`src/rtl/mem_port_arbiter.sv`:
```
// mem_port_arbiter
//   Shares one single-ported, fixed-latency memory between the fetch port (stage one) and the
//   data port (stage three). Grants one requester per access, drives the memory strobes for one
//   cycle and returns read data or a write acknowledge to the winner. Data wins ties.
//
//   Optional feature: define MEM_ARB_STARVE_GUARD_EN to force a fetch grant after MAX_WAIT
//   consecutive data grants taken while a fetch was waiting.
//
// Ports
//   clk_i, rst_i         clock, synchronous active-high reset
//   halt_sys_i           blocks new grants; in-flight access still completes
//   if_*                 fetch request/grant/response, if_stall_o = if_req_i & ~if_gnt_o
//   d_*                  data request/grant/response (d_rdata_o = 0 on write completion)
//   mem_*                registered memory strobes, non-zero only in the ISSUE cycle
//   busy_o               FSM not idle
module mem_port_arbiter #(
   parameter int unsigned ADDR_W   = 16,
   parameter int unsigned DATA_W   = 16,
   parameter int unsigned LATENCY  = 1,
   parameter int unsigned MAX_WAIT = 4
) (
   input  logic              clk_i,
   input  logic              rst_i,
   input  logic              halt_sys_i,
   input  logic              if_req_i,
   input  logic [ADDR_W-1:0] if_addr_i,
   output logic              if_gnt_o,
   output logic              if_rvalid_o,
   output logic [DATA_W-1:0] if_rdata_o,
   output logic              if_stall_o,
   input  logic              d_req_i,
   input  logic              d_we_i,
   input  logic [ADDR_W-1:0] d_addr_i,
   input  logic [DATA_W-1:0] d_wdata_i,
   output logic              d_gnt_o,
   output logic              d_rvalid_o,
   output logic [DATA_W-1:0] d_rdata_o,
   output logic              mem_en_o,
   output logic              mem_we_o,
   output logic [ADDR_W-1:0] mem_addr_o,
   output logic [DATA_W-1:0] mem_wdata_o,
   input  logic [DATA_W-1:0] mem_rdata_i,
   output logic              busy_o
);

   localparam int unsigned LatW = (LATENCY > 1) ? $clog2(LATENCY) : 1;

   typedef enum logic [1:0] {StIdle, StIssue, StWait, StResp} state_e;

   if (LATENCY < 1 || MAX_WAIT < 1) begin : gen_bad_param
      $error("mem_port_arbiter: LATENCY and MAX_WAIT must be >= 1");
   end

   state_e            state_q;
   logic              owner_d_q;   // 1: data port owns the access in flight
   logic              we_q;
   logic [LatW-1:0]   lat_cnt_q;
   logic              mem_en_q, mem_we_q;
   logic [ADDR_W-1:0] mem_addr_q;
   logic [DATA_W-1:0] mem_wdata_q;
   logic              if_rvalid_q, d_rvalid_q;
   logic [DATA_W-1:0] if_rdata_q, d_rdata_q;

   logic arb_en;
   logic force_if;
   logic if_gnt, d_gnt;

`ifdef MEM_ARB_STARVE_GUARD_EN
   localparam int unsigned StarveW = $clog2(MAX_WAIT + 1);
   logic [StarveW-1:0] starve_q;

   assign force_if = (starve_q == StarveW'(MAX_WAIT));

   // Counts data wins over a waiting fetch; saturates at MAX_WAIT.
   always_ff @(posedge clk_i) begin
      if (rst_i) begin
         starve_q <= '0;
      end else if (if_gnt) begin
         starve_q <= '0;
      end else if (d_gnt && if_req_i && !force_if) begin
         starve_q <= starve_q + StarveW'(1);
      end
   end
`else
   assign force_if = 1'b0;
`endif

   // RESP arbitrates like IDLE so back-to-back accesses run every LATENCY+2 cycles.
   assign arb_en = ((state_q == StIdle) || (state_q == StResp)) && !halt_sys_i;
   assign d_gnt  = arb_en && d_req_i && !(force_if && if_req_i);
   assign if_gnt = arb_en && if_req_i && (!d_req_i || force_if);

   always_ff @(posedge clk_i) begin
      if (rst_i) begin
         state_q     <= StIdle;
         owner_d_q   <= 1'b0;
         we_q        <= 1'b0;
         lat_cnt_q   <= '0;
         mem_en_q    <= 1'b0;
         mem_we_q    <= 1'b0;
         mem_addr_q  <= '0;
         mem_wdata_q <= '0;
         if_rvalid_q <= 1'b0;
         d_rvalid_q  <= 1'b0;
         if_rdata_q  <= '0;
         d_rdata_q   <= '0;
      end else begin
         // Strobes and pulses default low; only one cycle per access/response.
         mem_en_q    <= 1'b0;
         mem_we_q    <= 1'b0;
         mem_addr_q  <= '0;
         mem_wdata_q <= '0;
         if_rvalid_q <= 1'b0;
         d_rvalid_q  <= 1'b0;
         unique case (state_q)
            StIdle, StResp: begin
               if (if_gnt || d_gnt) begin
                  owner_d_q   <= d_gnt;
                  we_q        <= d_gnt && d_we_i;
                  mem_en_q    <= 1'b1;
                  mem_we_q    <= d_gnt && d_we_i;
                  mem_addr_q  <= d_gnt ? d_addr_i : if_addr_i;
                  mem_wdata_q <= d_gnt ? d_wdata_i : '0;
                  state_q     <= StIssue;
               end else begin
                  state_q <= StIdle;
               end
            end
            StIssue: begin
               lat_cnt_q <= LatW'(LATENCY - 1);
               state_q   <= StWait;
            end
            StWait: begin
               if (lat_cnt_q == '0) begin
                  if (owner_d_q) begin
                     d_rvalid_q <= 1'b1;
                     d_rdata_q  <= we_q ? '0 : mem_rdata_i;
                  end else begin
                     if_rvalid_q <= 1'b1;
                     if_rdata_q  <= mem_rdata_i;
                  end
                  state_q <= StResp;
               end else begin
                  lat_cnt_q <= lat_cnt_q - LatW'(1);
               end
            end
            default: state_q <= StIdle;
         endcase
      end
   end

   assign if_gnt_o    = if_gnt;
   assign d_gnt_o     = d_gnt;
   assign if_stall_o  = if_req_i && !if_gnt;
   assign if_rvalid_o = if_rvalid_q;
   assign if_rdata_o  = if_rdata_q;
   assign d_rvalid_o  = d_rvalid_q;
   assign d_rdata_o   = d_rdata_q;
   assign mem_en_o    = mem_en_q;
   assign mem_we_o    = mem_we_q;
   assign mem_addr_o  = mem_addr_q;
   assign mem_wdata_o = mem_wdata_q;
   assign busy_o      = (state_q != StIdle);

endmodule
```
`config.mk`:
```
export PLATFORM = sky130hd
export DESIGN_NAME = mem_port_arbiter
export DESIGN_NICKNAME = d
export VERILOG_FILES = /design/src/rtl/mem_port_arbiter.sv
export SDC_FILE = /design/constraint.sdc
export NUM_CORES = 1
export LEC_CHECK = 0
export CAP_MARGIN = 0
export CORE_ASPECT_RATIO = 1.75
export CORE_UTILIZATION = 38
export CTS_BUF_LIST = sky130_fd_sc_hd__clkbuf_4
export DETAILED_ROUTE_END_ITERATION = 6
export PLACE_DENSITY_LB_ADDON = 0.1
export SLEW_MARGIN = 20
export SYNTH_ARGS = -nofsm -noshare
export SYNTH_HDL_FRONTEND = slang
export SYNTH_SLANG_ARGS = --single-unit
```
`constraint.sdc`:
```
create_clock -name clk_i -period 1.8 [get_ports clk_i]
set_input_delay 0.36 -clock clk_i [delete_from_list [all_inputs] [get_ports clk_i]]
set_output_delay 0.36 -clock clk_i [all_outputs]
set_load 0.02 [all_outputs]
```
==> results of run 1 <==
## state kept, by name, indices dropped and copies added, names as in the netlist
name	cells
d_rdata_o	16
if_rdata_o	16
mem_addr_o	16
mem_wdata_o	16
state_q	2
d_rvalid_o	1
if_rvalid_o	1
mem_en_o	1
mem_we_o	1
owner_d_q	1
we_q	1
## per-layer routing
layer / GRT usage / vias to the layer above
li1: - / 1032
met1: 0.200 / 964
met2: 0.343 / 95
met3: 0.0810 / 12
met4: 0.0844 / 0
met5: 0 / -
## cell usage after synthesis, drive strengths merged
library cell	n
a21oi	18
a22o	32
a31o	1
and2	18
and3	1
and3b	1
buf	11
clkbuf	5
dfxtp	72
ha	2
inv	4
nand2	34
nand2b	1
nand3	1
nor2	4
nor2b	4
nor4b	1
o21ai	1
o2bb2ai	1
o31a	1
## worst paths after layout
path | from | endpoint | slack, ns | cells after the start
hold reg to reg | if_rdata_o[11] | if_rdata_o[11] | 0.46 | 2
setup / recovery | state_q[0] | if_gnt_o | -0.08 | 4
hold / removal | if_rdata_o[11] | if_rdata_o[11] | 0.46 | 2
setup reg to reg | state_q[0] | d_rdata_o[14] | 0.07 | 9
## worst max-delay path, stage by stage, from the launching register on
cell and delay, ns:
dfxtp_2 0.34, inv_2 0.05, ha_4 0.26, nor4b_4 0.28
buf_4 0.19
## through the flow
stage	setup TNS, ns	worst slack, ns	area, um2	instances	util
finish	-0.193	-0.0824	4180	450	0.706
global route	-0.455	-0.202	4180	450	0.706
CTS	-0.329	-0.125	4110	449	0.693
detailed placement	-4.61	-0.387	3910	432	0.660
global placement	-4.88	-0.381	3910	432	0.659
floorplan	0	0.0759	2350	213	-
## cells by family (layout without fill, tap and decap cells)
logic type,Yosys count,in the layout
AO/OA/AOI/OAI,54,54
adder cells (fa/ha/maj),2,2
buffers and inverters,20,179
flip-flops,72,72
AND/OR/NAND/NOR,65,65
## placed cells by master (no fill, tap or decap), types with 9 or more instances in the layout
| cell type | Yosys | routed |
|---|---|---|
| dlymetal6s2s_1 | 0 | 27 |
| clkbuf_4 | 0 | 9 |
| a21oi_1 | 18 | 18 |
| buf_4 | 2 | 15 |
| and2_1 | 18 | 18 |
| dfxtp_1 | 72 | 70 |
| clkdlybuf4s50_1 | 0 | 110 |
| nand2_1 | 34 | 34 |
| a22o_2 | 10 | 10 |
| a22o_1 | 22 | 22 |
## where the power goes
group | internal, mW | switching (mW) | leakage [nW]
Combinational | 0.359 | 0.264 | 1.41
Clock | 0.692 | 0.553 | 0.0910
Sequential | 1.66 | 0.0270 | 0.585
## what timing repair did
| action | CTS | global route |
|---|---|---|
| resized for setup | 22 | 29 |
| setup endpoints to repair | 4 | 30 |
| buffers inserted | 1 | 1 |
| pin swaps | 4 | 2 |
| endpoints found under the hold margin | 0 | 0 |
## cell type report
class,count,area (um2)
repair buffers,159,1660
flip-flops and latches,72,1440
well taps,78,97.6
multi-input cells,121,787
clock buffers,9,67.6
clock inverters,7,110
inverters,4,15.0
fillers,489,1740
==> results.tsv, run 1 <==
stage	metric	value	unit
outcome	outcome	complete, but fails checks	
outcome	violations	negative setup slack	
synthesis	synthTopCellsByArea	dfxtp_1 62%, a22o_1 8.2%, nand2_1 5.5%	
routing	drc	0	
layout	drive_above_1_share	0.145	
routing	route.met2.wl	3290	um
routing	wire_per_inst	14.0	um
synthesis	netlist_instances	213	
grt	gr-total-overflow	0	
worst_setup_path	critPathCaptureType	output port	
clocking	clock_path_buffers	2	
synthesis	synth_top_family_by_area	compound AO/OA/AOI/OAI gates	
grt	grt_pass1_wl	9340	um
place	hpwlAfterDp	4680	um
sta	layout_min_cycle_time	1.88	ns
grt	grt_start_max_net_pins	26	
floorplanning	start_util	0.395	
power	p_leak	2.09	nW
layout	n_antenna_cell	0	
floorplanning	rows	37	
power	power.total	3.56	mW
routing	wirelength	6290	um
synthesis	synthesis.nets	285	
grt	antenna_found_initial	0	
routing	routedLengthMet1	2330	um
clocking	htree_levels	3	
sta	fmax	0.531	GHz
floorplanning	ioPinCount	142	
sta	timing.final.crit_share	1.05	
clocking	cts.clk_slew.worst_paths	0.11	ns
sta	finClkSkew	0.0167	ns
worst_setup_path	crit_type	flip-flop to output port	
worst_setup_path	worstPathArrival	1.52	ns
synthesis	synth-simple-area-share	0.139	
routing	top_layer_used	met4	
sta	worst_pin_slew	0.647	ns
synthesis	synth.top_cell.area_share	0.616	
hold_path	hold_class	flip-flop to flip-flop	
synthesis	synth_seq_area_share	0.616	
grt	grt_util_all_layers	0.199	
synthesis	synth_fa_ha_area_frac	0.0107	
power	powerDensity	850	mW/mm2
synthesis	ys_ff_latch	72	
worst_setup_path	critPathMaxFanout	4	
sta	final.setup.worst_slack	-0.0824	ns
clocking	cts_tree	done	
floorplanning	core_area	0.00593	mm2
routing	viasPerCell	4.67	
synthesis	avgSynthCellArea	11.0	um2
synthesis	yosysTopAreaCell	dfxtp_1	
routing	firstDrtPassIters	4	
worst_setup_path	cp-start-kind	flip-flop	
layout	areaGrowthSynthToFinish	78.8	%
sta	slew_viol_final	0	
synthesis	yosysUniqueCellTypes	26	
layout	fin_nets	439	
sta	rsz0062_at_grt	yes	
synthesis	yosys.area_share.xor_xnor	0	
synthesis	synth_compound_area_frac	0.177	
sta	hold_violations	0	
sta	hold_ws	0.459	ns
run	cap_violations	0	
clocking	numCtsBuffers	9	
grt	grt_pass1_vias	2051	
sta	maxSlewHeadroom	0.567	
routing	route.met3.wl	546	um
clocking	clock_latency	0.42	ns
routing	postRouteAntennaNets	0	
place	place.gp.congestion	0.747	
clocking	cts-root-buf	clkbuf_4	
routing	via_count	2103	
floorplanning	dieWidth	61.3	um
synthesis	synth_mux_area_frac	0	
place	portBuffers	141	
clocking	hold_buffers	0	
worst_setup_path	cp.required	1.44	ns
sta	setup_viol	3	
power	vdd_drop_max	757	uV
synthesis	synth_area	0.00234	mm2
floorplanning	die-area	0.00649	mm2
floorplanning	die_h	106	um
synthesis	synth_warnings	0	
clocking	cts.sinks	72	
routing	drtIter0Drc	54	
Note: power is estimated with default switching activity, not from simulation.
==> run 2, diff against run 1 <==
CORE_MARGIN = 4   (was default)
GPL_TIMING_DRIVEN = 0   (was default)
==> run 2 against run 1 <==
  * The run still ends with negative setup slack left
  * Clock power is 20% lower
  * Flip-flop and latch count stayed put
  * Via count is 1.3% lower
  * Global-route usage is 0.49 points lower
  * Worst setup slack better by 0.0094 ns
  * Clock skew is 0.0028 ns lower
  * Hold slack worse by 0.31 ns
  * Total power is 7.5% lower
  * Combinational power is 2% lower
  * Final area is 3.3% lower
  * Critical path type unchanged
  * Highest routed layer unchanged
==> results.tsv, run 2 (synthesis results as in run 1) <==
stage	metric	value	unit	change
sta	final.setup.worst_slack	-0.0731	ns	+0.00939 ns
sta	fin_setup_tns	-0.189	ns	+0.00450 ns
worst_setup_path	crit_buf_inv	3		+1
routing	drc	0		unchanged
hold_path	hold_class	primary input to flip-flop		
worst_setup_path	cpPeakStageDelay	0.35	ns	about the same
worst_setup_path	slowest_stage	dfxtp_2		
grt	grt_start_max_net_pins	13		-50%
worst_setup_path	crit_type	flip-flop to output port		
clocking	cts.sinks	72		unchanged
layout	areaGrowthSynthToFinish	72.8	%	
layout	final_cell_mix	108 x clkdlybuf4s50_1, 70 x dfxtp_1, 34 x nand2_1, 22 x a22o_1		
floorplanning	die-area	0.00753	mm2	+16%
routing	firstDrtPassIters	4		unchanged
clocking	numCtsBuffers	9		unchanged
grt	grt_pass1_vias	2143		+4.5%
worst_setup_path	cp-start-kind	flip-flop		
routing	top_layer_used	met4		
outcome	violations	negative setup slack		
sta	slew_viol_final	0		unchanged
floorplanning	start_util	0.395		unchanged
sta	setup_viol	3		unchanged
power	powerDensity	813	mW/mm2	-4.3%
clocking	clock_latency	0.42	ns	about the same
floorplanning	rows	37		unchanged
worst_setup_path	critPathCaptureType	output port		
layout	fin_util	0.682		-0.0236
routing	wire_per_inst	15.6	um	+12%
layout	fin_nets	438		-0.23%
grt	gr-total-overflow	0		unchanged
worst_setup_path	path_delay_family	flip-flops		
sta	hold_violations	0		unchanged
grt	grt_pass1_wl	10800	um	+16%
power	power.total	3.29	mW	-7.5%
sta	rsz0062_at_grt	yes		
layout	n_antenna_cell	0		unchanged
grt	antenna_found_initial	0		unchanged
floorplanning	core_area	0.00593	mm2	unchanged
clocking	htree_levels	3		unchanged
place	place.gp.congestion	0.705		-5.7%
routing	drtIter0Drc	62		+15%
clocking	cts-root-buf	clkbuf_4		
routing	viasPerCell	4.62		-1.1%
routing	postRouteAntennaNets	0		unchanged
floorplanning	die_h	112	um	+5.7%
sta	layout_min_cycle_time	1.87	ns	-0.00939 ns
grt	grt_util_all_layers	0.194		-0.00485
floorplanning	ioPinCount	142		unchanged
place	place_ws	-0.404	ns	-0.0172 ns
routing	wirelength	7000	um	+11%
place	portBuffers	140		-0.71%
floorplanning	dieWidth	67.3	um	+9.8%
outcome	outcome	complete, but fails checks		
power	p_leak	1.86	nW	-11%
clocking	cts_tree	done		
clocking	clock_path_buffers	2		unchanged
power	vdd_drop_max	594	uV	-21%
layout	drive_above_1_share	0.146		+0.000391
sta	maxSlewHeadroom	0.701		+0.133
sta	timing.final.crit_share	1.04		-0.00522
sta	finClkSkew	0.0139	ns	-0.00277 ns
sta	worst_pin_slew	0.449	ns	-0.197 ns
clocking	hold_buffers	0		unchanged
worst_setup_path	critPathMaxFanout	5		+1
routing	via_count	2075		-1.3%
routing	route.met2.wl	3760	um	+14%
run	cap_violations	0		unchanged
worst_setup_path	cp.required	1.44	ns	about the same
routing	route.met3.wl	700	um	+28%
clocking	cts.clk_slew.worst_paths	0.10	ns	about the same
worst_setup_path	path_cells	inv_2, ha_4, buf_6, nor2_4, and2_4, buf_6		
routing	routedLengthMet1	2390	um	+2.3%
worst_setup_path	cp_common_cell	buf_6		
sta	fmax	0.534	GHz	+0.50%
worst_setup_path	worstPathArrival	1.51	ns	about the same
place	hpwlAfterDp	5440	um	+16%
layout	mostFrequentLayoutCell	clkdlybuf4s50_1		
[run 2: cell count changes in the layout (fill, tap and decap cells not counted), moves of 3 or more]
| cell | previous run | this run |
|---|---|---|
| buf_12 | 4 | 1 |
| buf_2 | 0 | 4 |
| buf_4 | 15 | 5 |
| buf_6 | 2 | 7 |
| clkbuf_1 | 0 | 4 |
| dlygate4sd2_1 | 1 | 16 |
| dlymetal6s2s_1 | 27 | 13 |
[run 2: routing by layer]
metal,global-route usage,vias up
li1,-,1030
met1,0.187,945
met5,0,-
met3,0.0757,10
met2,0.343,90
met4,0.0976,0
[run 2: worst reg2reg max path, delay by kind of cell (launching register included)]
family	cells	cell delay (ns)
AOI/OAI and AO/OA	1	0.26
adders and majority gates	1	0.30
buffers and inverters	4	0.45
DFF	1	0.35
and+or+nand+nor	2	0.30
[run 2: final timing paths]
path,startpoint,cells past startpoint,slack [ns],end
hold reg to reg,if_rdata_o[11],2,0.46,if_rdata_o[11]
setup / recovery,state_q[1],6,-0.07,d_gnt_o
hold / removal,rst_i,2,0.15,state_q[1]
setup reg to reg,state_q[1],8,0.06,mem_addr_o[1]
[run 2: timing repair]
action                                  in CTS  in global routing
gates resized for setup                     44                 15
endpoints found under the hold margin        0                  0
pin swaps                                    4                  2
gates cloned                                 0                  0
endpoints found under the setup margin      19                 43
buffers inserted                             2                  1
[run 2: per-stage QoR]
step | hold slack (ns) | area (um2) | cells
after global routing | 0.146 | 4040 | 449
after global placement | 0.442 | 3850 | 431
final | 0.153 | 4040 | 449
after detailed placement | 0.448 | 3850 | 431
after CTS | 0.0986 | 4010 | 449
after floorplan | 0.482 | 2350 | 213
[run 2: cell type report]
class,count,area [um2]
timing repair buffer,143,1440
clock buffer,10,75.1
clock inverter,6,60.1
inverter,4,15.0
tap,78,97.6
sequential,72,1440
buffer,15,115
multi-input combinational,121,797
fill,502,1880
[run 2: where the power goes]
group | internal (mW) | switching (mW)
clock network | 0.431 | 0.560
logic | 0.339 | 0.270
registers | 1.66 | 0.0265
total | 2.43 | 0.856
